===== src/rtl/hazard_scoreboard.sv =====
// Decode-stage hazard scoreboard: tracks EX/MEM/WB destinations and drives the
// load-use interlock, per-source forwarding selects and a saturating stall counter.
module hazard_scoreboard #(
  parameter int CNT_W = 32
) (
  input  logic             clk,
  input  logic             reset,
  input  logic             ds_valid,
  input  logic [4:0]       ds_rs_addr,
  input  logic [4:0]       ds_rt_addr,
  input  logic             ds_rs_used,
  input  logic             ds_rt_used,
  input  logic             issue,
  input  logic             issue_we,
  input  logic [4:0]       issue_waddr,
  input  logic             issue_load,
  input  logic             es_fire,
  input  logic             ms_fire,
  input  logic             ws_fire,
  input  logic             ms_rdata_valid,
  input  logic             flush,
  output logic             ds_stall,
  output logic [1:0]       rs_fwd_sel,
  output logic [1:0]       rt_fwd_sel,
  output logic [CNT_W-1:0] stall_cnt
);

  typedef struct packed {
    logic       v;
    logic       we;
    logic [4:0] waddr;
    logic       load;
  } slot_t;

  localparam slot_t SLOT_EMPTY = '0;

  slot_t            es_q, es_d, ms_q, ms_d, ws_q, ws_d;
  logic             ld_done_q, ld_done_d;
  logic [CNT_W-1:0] cnt_q, cnt_d;
  logic [2:0]       rs_res_s, rt_res_s;

  // Returns {stall, sel[1:0]}; youngest matching producer wins.
  function automatic logic [2:0] resolve(input logic used, input logic [4:0] addr,
                                         input slot_t es, input slot_t ms,
                                         input slot_t ws, input logic ld_done);
    logic [2:0] r;
    r = 3'b000;
    if (!used || addr == 5'd0) begin
      r = 3'b000;
    end else if (es.v && es.we && es.waddr == addr) begin
      r = es.load ? 3'b100 : 3'b001;
    end else if (ms.v && ms.we && ms.waddr == addr) begin
      r = (ms.load && !ld_done) ? 3'b100 : 3'b010;
    end else if (ws.v && ws.we && ws.waddr == addr) begin
      r = 3'b011;
    end else begin
      r = 3'b000;
    end
    return r;
  endfunction

  // Slot advance: every slot is computed from the pre-edge contents.
  always_comb begin
    ws_d = ws_q;
    if (ms_fire) ws_d = ms_q;
    else if (ws_fire) ws_d = SLOT_EMPTY;
    else ws_d = ws_q;

    ms_d = ms_q;
    if (es_fire) ms_d = es_q;
    else if (ms_fire) ms_d = SLOT_EMPTY;
    else ms_d = ms_q;

    es_d = es_q;
    if (issue && !flush) es_d = '{v: 1'b1, we: issue_we, waddr: issue_waddr, load: issue_load};
    else if (es_fire || flush) es_d = SLOT_EMPTY;
    else es_d = es_q;

    ld_done_d = ld_done_q;
    if (es_fire || ms_fire) ld_done_d = 1'b0;
    else if (ms_q.v && ms_q.load && ms_rdata_valid) ld_done_d = 1'b1;
    else ld_done_d = ld_done_q;
  end

  // Interlock and forwarding selects, combinational from slot state and decode fields.
  always_comb begin
    rs_res_s = resolve(ds_rs_used, ds_rs_addr, es_q, ms_q, ws_q, ld_done_q);
    rt_res_s = resolve(ds_rt_used, ds_rt_addr, es_q, ms_q, ws_q, ld_done_q);
    if (ds_valid) begin
      ds_stall   = rs_res_s[2] | rt_res_s[2];
      rs_fwd_sel = rs_res_s[1:0];
      rt_fwd_sel = rt_res_s[1:0];
    end else begin
      ds_stall   = 1'b0;
      rs_fwd_sel = 2'd0;
      rt_fwd_sel = 2'd0;
    end
  end

  // Stall counter saturates at all-ones.
  always_comb begin
    if (ds_stall && cnt_q != {CNT_W{1'b1}}) cnt_d = cnt_q + CNT_W'(1'b1);
    else cnt_d = cnt_q;
  end

  // State registers.
  always_ff @(posedge clk or negedge reset) begin
    if (!reset) begin
      es_q      <= SLOT_EMPTY;
      ms_q      <= SLOT_EMPTY;
      ws_q      <= SLOT_EMPTY;
      ld_done_q <= 1'b0;
      cnt_q     <= '0;
    end else begin
      es_q      <= es_d;
      ms_q      <= ms_d;
      ws_q      <= ws_d;
      ld_done_q <= ld_done_d;
      cnt_q     <= cnt_d;
    end
  end

  assign stall_cnt = cnt_q;

endmodule


===== config.mk =====
export PLATFORM = sky130hd
export DESIGN_NAME = hazard_scoreboard
export DESIGN_NICKNAME = d
export VERILOG_FILES = /design/src/rtl/hazard_scoreboard.sv
export SDC_FILE = /design/constraint.sdc
export NUM_CORES = 1
export LEC_CHECK = 0
export CORE_ASPECT_RATIO = 0.5
export CORE_UTILIZATION = 50
export DETAILED_ROUTE_END_ITERATION = 10
export DONT_BUFFER_PORTS = 1
export PLACE_DENSITY = 0.73
export SLEW_MARGIN = 20
export SYNTH_ARGS = -nofsm -noshare
export SYNTH_HDL_FRONTEND = slang
export SYNTH_SLANG_ARGS = --single-unit

===== constraint.sdc =====
create_clock -name clk -period 2.6 [get_ports clk]
set_input_delay 0.26 -clock clk [delete_from_list [all_inputs] [get_ports clk]]
set_output_delay 0.26 -clock clk [all_outputs]
set_load 0.03 [all_outputs]

==> results of run 1 <==
[placed cells by master, fill, tap and decap left out, drive strengths merged, types with 5 or more instances in the layout]
cell	count
a21oi	13
and3	5
buf	26
clkbuf	5
dfrtp	56
inv	7
nand2	41
nand2b	7
nand3	19
nand4	19
nor2	14
nor3	7
nor3b	10
nor4	6
o21ai	14
or4	5
xnor2	49
xor2	10
[per-stage QoR]
stage	utilization, %	area, um2
floorplan	-	3030
global placement	58.1	3290
detailed placement	58.1	3290
CTS	61.3	3470
global route	61.3	3470
finish	61.3	3470
[flip-flops by register name (all words and copies together), names as in the netlist]
register,count
es_q,8
ld_done_q,1
ms_q,8
stall_cnt,32
ws_q,7
[power by group through the flow]
stage / Sequential (mW) / Clock [mW] / Combinational, mW
2_1_floorplan: 0.919 / 0 / 0.0734
3_3_place_gp: 0.925 / 0 / 0.0689
3_5_place_dp: 0.926 / 0 / 0.0714
4_1_cts: 0.908 / 0.679 / 0.0958
5_1_grt: 0.910 / 0.712 / 0.107
6_report: 0.909 / 0.661 / 0.0939
[layout make-up]
type	instances	share of cell area [%]
Clock buffer	5	3.61
Clock inverter	3	0.541
Inverter	8	0.902
Multi-Input combinational cell	245	45.1
Sequential cell	56	40.4
Tap cell	73	2.63
Timing Repair Buffer	27	6.85
[timing repair]
action / in CTS / in global routing
hold endpoints to repair: 56 / 0
gates resized for setup: 0 / 0
hold buffers: 2 / 0
[kinds of logic (layout without fill, tap and decap cells)]
family,count (synthesis),after routing,share of synthesized area (%)
AND/OR/NAND/NOR,145,145,26.0
multiplexers,4,4,1.40
buffers and inverters,18,43,2.35
adder cells (fa/ha/maj),1,1,0.413
AO/OA/AOI/OAI,36,36,6.56
XOR/XNOR,59,59,17.1
flip-flops,56,56,46.2
[path summary, 6_finish.rpt]
path | slack (ps) | end | start | cells past startpoint
max in group asynchronous | 1870 | ws_q[2] | reset | 2
min in group asynchronous | 490 | stall_cnt[16] | reset | 2
worst max register to register | 220 | stall_cnt[1] | es_q[5] | 8
worst min register to register | 540 | ms_q[0] | ms_q[0] | 1
worst max-delay path | 220 | stall_cnt[1] | es_q[5] | 8
worst min-delay path | 30 | es_q[2] | flush | 1
[layer usage]
| layer | wire [um] | track usage [%] | up-vias | part of all wire (%) |
|---|---|---|---|---|
| met5 | 0 | 0 | - | 0 |
| li1 | - | - | 1165 | - |
| met2 | 3360 | 40.4 | 60 | 48 |
| met3 | 451 | 5.53 | 4 | 6.5 |
| met1 | 3110 | 30.2 | 1203 | 45 |
| met4 | 42 | 4.95 | 0 | 0.60 |
==> results.json, run 1 <==
{
  "outcome": "complete, but fails checks",
  "violations": "design-rule violations",
  "antenna_left": 0,
  "switching_share_pct": 22.5,
  "postCtsSetupBuffers": 0,
  "clock_latency_ps": 290,
  "synth.yosys.warnings": 0,
  "critPathLaunchType": "flip-flop",
  "tightest_slew_ps": 871,
  "synthTopCellsByCount": "dfrtp_1 (56), xnor2_1 (49), nand2_1 (41)",
  "initialDrtViolationCount": 120,
  "drt_pass1_iterations": 8,
  "grt_pass1_wl_um": 11800,
  "regArea_um2": 1400,
  "period_needed_ps": 2380,
  "tns_ps": 0,
  "die_area_um2": 6400,
  "synth_nets": 348,
  "rsz0062_at_grt": "false",
  "dp_cells": 407,
  "clock_path_buffers": 2,
  "cts_made_buffers": 5,
  "ir_worst_vdd_v": 0.000279,
  "grt_pass1_vias": 2408,
  "postSynthCellCount": 319,
  "die_h_um": 57.1,
  "hpwl_um": 5100,
  "drc_errors": 3,
  "max_freq_mhz": 421,
  "ys_top_cells_by_area": "dfrtp_1 (46%), xnor2_1 (14%), nand2_1 (5.1%)",
  "synth_top_cell_by_area": "dfrtp_1",
  "synth_top_area_share_pct": 46.2,
  "clkPwrFrac_pct": 39.7,
  "crit_chain": "xor2_1 -> nor4_1 -> nand4_1 -> mux2i_1 -> o22ai_2 -> buf_12 -> nand2_1 -> mux2_2",
  "critical-path-top-delay-family": "simple AND/OR/NAND/NOR gates",
  "path_clk_slew_ps": 70,
  "yosysSeqAreaShare_pct": 46.2,
  "layout-drive-gt1-share_pct": 12.8,
  "drt-vias-per-instance": 5.83,
  "power_density_nw_per_um2": 480,
  "skew_ps": 6.84,
  "hold-worst-slack_ps": 27.9,
  "place_congestion": 1.02,
  "drv_slew": 0,
  "ys_ff_latch": 56,
  "syn_area_um2": 3030,
  "power.share.sequential_pct": 54.6,
  "p_leak_nw": 1.45,
  "crit_type": "reg -> reg",
  "yosys_most_used_dff": "dfrtp_1",
  "power_mw": 1.66,
  "gr-total-overflow": 0,
  "crit_buf_inv": 1,
  "stdcell_count": 417,
  "synthArstFlopShare_pct": 100,
  "synth.most_common_cell": "dfrtp_1",
  "critPathMaxFanout": 33,
  "h-tree-depth": 2,
  "start_util_pct": 53.6,
  "die_w_um": 112,
  "required_ps": 2770,
  "power_switching_mw": 0.374,
  "synthToLayoutAreaGrowth_pct": 14.5,
  "io_pins": 65,
  "arrival_ps": 2550,
  "antenna_cells": 0,
  "setup-violations-final": 0,
  "cap_violations": 0,
  "nFillCells": 495,
  "final-hold-violation-count": 0,
  "antenna_found_initial": 0,
  "post-place-ws_ps": 256,
  "cts_root_buf": "clkbuf_16",
  "critPathMaxStageDelay_ps": 430,
  "multi_input_comb_area_um2": 1560,
  "synth_edf_count": 0,
  "syn_area_per_cell_um2": 9.50,
  "slowest_stage": "dfrtp_1",
  "routed_wl_um": 6960,
  "coreArea_um2": 5660,
  "tritoncts": "built",
  "vias": 2432,
  "nNetsFinal": 372,
  "netlist-cell-type-count": 37,
  "wl_per_cell_um": 16.7,
  "grt_use_total_pct": 23.2,
  "hp-class": "in -> reg",
  "p_int_mw": 1.29,
  "portBuffers": 0,
  "slew_headroom_pct": 41.9,
  "grt_max_degree": 57,
  "worst_slack_ps": 223,
  "rows": 19,
  "end_kind": "flip-flop",
  "min_period_over_period_pct": 91.4,
  "cts_sinks": 56,
  "power.share.combinational_pct": 5.6
}
Note: power is estimated with default switching activity, not from simulation.
==> inputs of run 2 (changes only) <==
Settings changed: CORE_MARGIN set to 5, SLEW_MARGIN 20 to unset.
==> results.json, run 2 (synthesis results as in run 1) <==
{
  "place_congestion": 0.866,
  "cap_violations": 0,
  "slowest_stage": "dfrtp_1",
  "antenna_found_initial": 0,
  "rsz0062_at_grt": "false",
  "drc_errors": 0,
  "start_util_pct": 50.7,
  "cts_root_buf": "clkbuf_16",
  "setup-violations-final": 0,
  "clock_path_buffers": 2,
  "slew_headroom_pct": 44.2,
  "power_density_nw_per_um2": 476,
  "end_kind": "primary output",
  "critPathMaxFanout": 33,
  "routed_wl_um": 7290,
  "die_w_um": 120,
  "wl_per_cell_um": 17.3,
  "die_area_um2": 7810,
  "path_clk_slew_ps": 70,
  "hpwl_um": 5400,
  "p_leak_nw": 1.45,
  "grt_max_degree": 57,
  "cts_made_buffers": 5,
  "arrival_ps": 2140,
  "cts_sinks": 56,
  "power_mw": 1.66,
  "crit_chain": "xor2_1 -> nor4_2 -> nand4_1 -> mux2i_1 -> o22ai_2 -> buf_12",
  "critical-path-top-delay-family": "simple AND/OR/NAND/NOR gates",
  "critPathLaunchType": "flip-flop",
  "hp-class": "in -> reg",
  "synthToLayoutAreaGrowth_pct": 15.0,
  "largest_reg_flops": 32,
  "tritoncts": "built",
  "placed_area_um2": 3290,
  "period_needed_ps": 2400,
  "final_common_cell": "dfrtp_1",
  "rows": 20,
  "gr-total-overflow": 0,
  "final-hold-violation-count": 0,
  "final_cell_mix": "dfrtp_1 (56), xnor2_1 (49), nand2_1 (41)",
  "min_period_over_period_pct": 92.3,
  "h-tree-depth": 2,
  "portBuffers": 0,
  "antenna_cells": 0,
  "layout-drive-gt1-share_pct": 12.8,
  "outcome": "complete, no violations",
  "drt-vias-per-instance": 5.73,
  "grt_pass1_vias": 2484,
  "skew_ps": 8.37,
  "drv_slew": 0,
  "final_area_um2": 3490,
  "drt_pass1_iterations": 4,
  "critPathMaxStageDelay_ps": 450,
  "grt_pass1_wl_um": 12100,
  "ir_worst_vdd_v": 0.000228,
  "clock_latency_ps": 290,
  "antenna_left": 0,
  "vias": 2419,
  "io_pins": 65,
  "crit_type": "reg -> out",
  "die_h_um": 65.1,
  "crit_buf_inv": 1,
  "initialDrtViolationCount": 104,
  "tightest_slew_ps": 838,
  "max_freq_mhz": 416,
  "nNetsFinal": 373,
  "tns_ps": 0,
  "grt_use_total_pct": 19.4,
  "required_ps": 2340,
  "coreArea_um2": 5980
}
-- run 2: cell types whose count changed in the layout (fill, tap and decap cells not counted) --
cell	before	now
buf_4	24	25
clkbuf_1	0	2
clkinv_2	3	1
nor4_1	6	5
nor4_2	0	1
-- run 2: worst paths after layout --
check	startpoint	slack, ps	endpoint	depth (start not counted)
setup / recovery	es_q[5]	200	ds_stall	6
hold / removal	flush	20	es_q[1]	1
setup reg to reg	es_q[5]	210	stall_cnt[1]	8
hold reg to reg	ms_q[0]	530	ms_q[0]	1
max in group asynchronous	reset	1860	ws_q[2]	2
min in group asynchronous	reset	490	stall_cnt[12]	2
-- run 2: stage by stage --
step	instances	hold slack (ps)	utilization (%)	setup WS, ps
after floorplan	319	-35.6	-	91.5
after global placement	411	-34.4	55.1	333
after detailed placement	411	-34.4	55.1	181
after CTS	421	17.7	58.1	132
after global routing	422	5.57	58.3	55.0
final	422	23.2	58.3	199
-- run 2: cell type report --
cell class	count	area, um2
clock buffer	7	133
tap	77	96.3
fill	499	2490
sequential	56	1400
timing repair buffer	28	245
inverter	8	31.3
clock inverter	1	8.76
multi-input combinational	245	1570
-- run 2: power breakdown --
part	leakage, nW	internal, mW	switching [mW]	total (mW)
combinational	0.610	0.0477	0.0504	0.0981
clock	0.0681	0.360	0.293	0.653
sequential	0.772	0.887	0.0228	0.910
-- run 2: per-layer routing --
metal / wire length (um) / GRT usage [%]
met1: 3080 / 22.8
met2: 3670 / 34.8
met3: 505 / 6.02
met4: 36 / 5.42
met5: 0 / 0
-- run 2: repair_timing --
item / in CTS / in global routing
hold endpoints to repair: 56 / 0
setup endpoints to repair: 0 / 4
setup buffers: 0 / 1
gates resized for setup: 0 / 1
hold buffers: 2 / 0
==> inputs of run 3 (changes only) <==
Settings changed: CORE_UTILIZATION 50 to 63, PLACE_DENSITY 0.73 to 0.87.
==> results.json, run 3 (synthesis results as in run 1) <==
{
  "p_leak_nw": 1.46,
  "h-tree-depth": 2,
  "tightest_slew_ps": 887,
  "path_clk_slew_ps": 100,
  "clock_path_buffers": 2,
  "setup-violations-final": 0,
  "power_density_nw_per_um2": 468,
  "grt_pass1_vias": 2603,
  "ctsHoldBuffers": 3,
  "gr-total-overflow": 0,
  "startpoint": "es_q[5]",
  "cts_sinks": 56,
  "reg2reg_from": "stall_cnt[22]",
  "arrival_ps": 2260,
  "critPathLaunchType": "flip-flop",
  "required_ps": 2340,
  "stdcell_count": 414,
  "place_congestion": 1.02,
  "tns_ps": 0,
  "worst_slack_ps": 75.7,
  "drt-vias-per-instance": 6.24,
  "slew_headroom_pct": 40.9,
  "crit_chain": "xor2_1 -> nor4_1 -> nand4_1 -> or2_2 -> a21oi_1 -> buf_4",
  "period_needed_ps": 2520,
  "drv_slew": 0,
  "drc_errors": 0,
  "hp-class": "in -> reg",
  "crit_type": "reg -> out",
  "critPathMaxStageDelay_ps": 440,
  "antenna_cells": 0,
  "cts_root_buf": "clkbuf_8",
  "antenna_left": 0,
  "portBuffers": 0,
  "coreArea_um2": 4530,
  "grt_max_degree": 57,
  "final_cell_mix": "dfrtp_1 (56), xnor2_1 (49), nand2_1 (41)",
  "hpwl_um": 5430,
  "outcome": "complete, no violations",
  "vias": 2583,
  "slowest_stage": "dfrtp_1",
  "dp_cells": 400,
  "die_w_um": 108,
  "wl_per_cell_um": 18.8,
  "min_from": "ms_fire",
  "grt_use_total_pct": 25.7,
  "postCtsSetupBuffers": 0,
  "largest_reg_flops": 32,
  "clock_latency_ps": 310,
  "io_pins": 65,
  "max_freq_mhz": 396,
  "initialDrtViolationCount": 223,
  "end_kind": "primary output",
  "skew_ps": 8.03,
  "synthToLayoutAreaGrowth_pct": 14.9,
  "layout-drive-gt1-share_pct": 12.6,
  "final_common_cell": "dfrtp_1",
  "die_h_um": 59.0,
  "min_period_over_period_pct": 97.1,
  "drt_pass1_iterations": 5,
  "cap_violations": 0,
  "antenna_found_initial": 0,
  "tritoncts": "built",
  "grt_pass1_wl_um": 12900,
  "power_mw": 1.63,
  "die_area_um2": 6380,
  "cts_made_buffers": 5,
  "start_util_pct": 66.9,
  "ir_worst_vdd_v": 0.000305,
  "critPathMaxFanout": 4,
  "final-hold-violation-count": 0,
  "post-place-ws_ps": 276,
  "nNetsFinal": 376,
  "routed_wl_um": 7770,
  "rows": 17,
  "hold-worst-slack_ps": 51.5,
  "cts_resized": 0
}
## run 3: final cells by class
cell class,instances,area (um2)
Tap cell,66,82.6
Fill cell,305,1050
Inverter,8,31.3
Clock buffer,7,96.3
Sequential cell,56,1400
Multi-Input combinational cell,245,1560
Timing Repair Buffer,31,278
Clock inverter,1,30.0
## run 3: path summary, 6_finish.rpt
kind / end / slack, ps / cells after the start
worst max register to register: stall_cnt[29] / 260 / 7
min in group asynchronous: es_q[0] / 470 / 2
worst min register to register: ms_q[0] / 550 / 1
worst max-delay path: rt_fwd_sel[0] / 80 / 6
worst min-delay path: ms_q[3] / 50 / 1
max in group asynchronous: ws_q[3] / 1850 / 2
## run 3: metrics by stage
step	utilization (%)	instance area, um2
6_report	76.9	3480
5_1_grt	76.9	3480
4_1_cts	76.2	3450
3_5_place_dp	72.4	3280
3_3_place_gp	72.4	3280
2_1_floorplan	-	3030
## run 3: worst max-delay path: cells and delay by family (launching register included)
family	cells	cell delay, ps
AND/OR/NAND/NOR	3	900
AO/OA/AOI/OAI	1	230
buffers and inverters	1	210
flip-flops	1	440
XOR/XNOR	1	180
## run 3: where the power goes
| part | switching, mW | total, mW | leakage, nW | internal [mW] |
|---|---|---|---|---|
| combinational | 0.0536 | 0.104 | 0.625 | 0.0504 |
| clock | 0.276 | 0.616 | 0.0645 | 0.340 |
| sequential | 0.0228 | 0.909 | 0.772 | 0.886 |
| total | 0.353 | 1.63 | 1.46 | 1.28 |
## run 3: metal layers
layer  up-vias  track usage (%)  wire, um
met5         -                0         0
met4         0             7.37       157
met3        20             6.09       645
met2       121             44.8      3880
met1      1277             32.7      3090
li1       1165                -         -
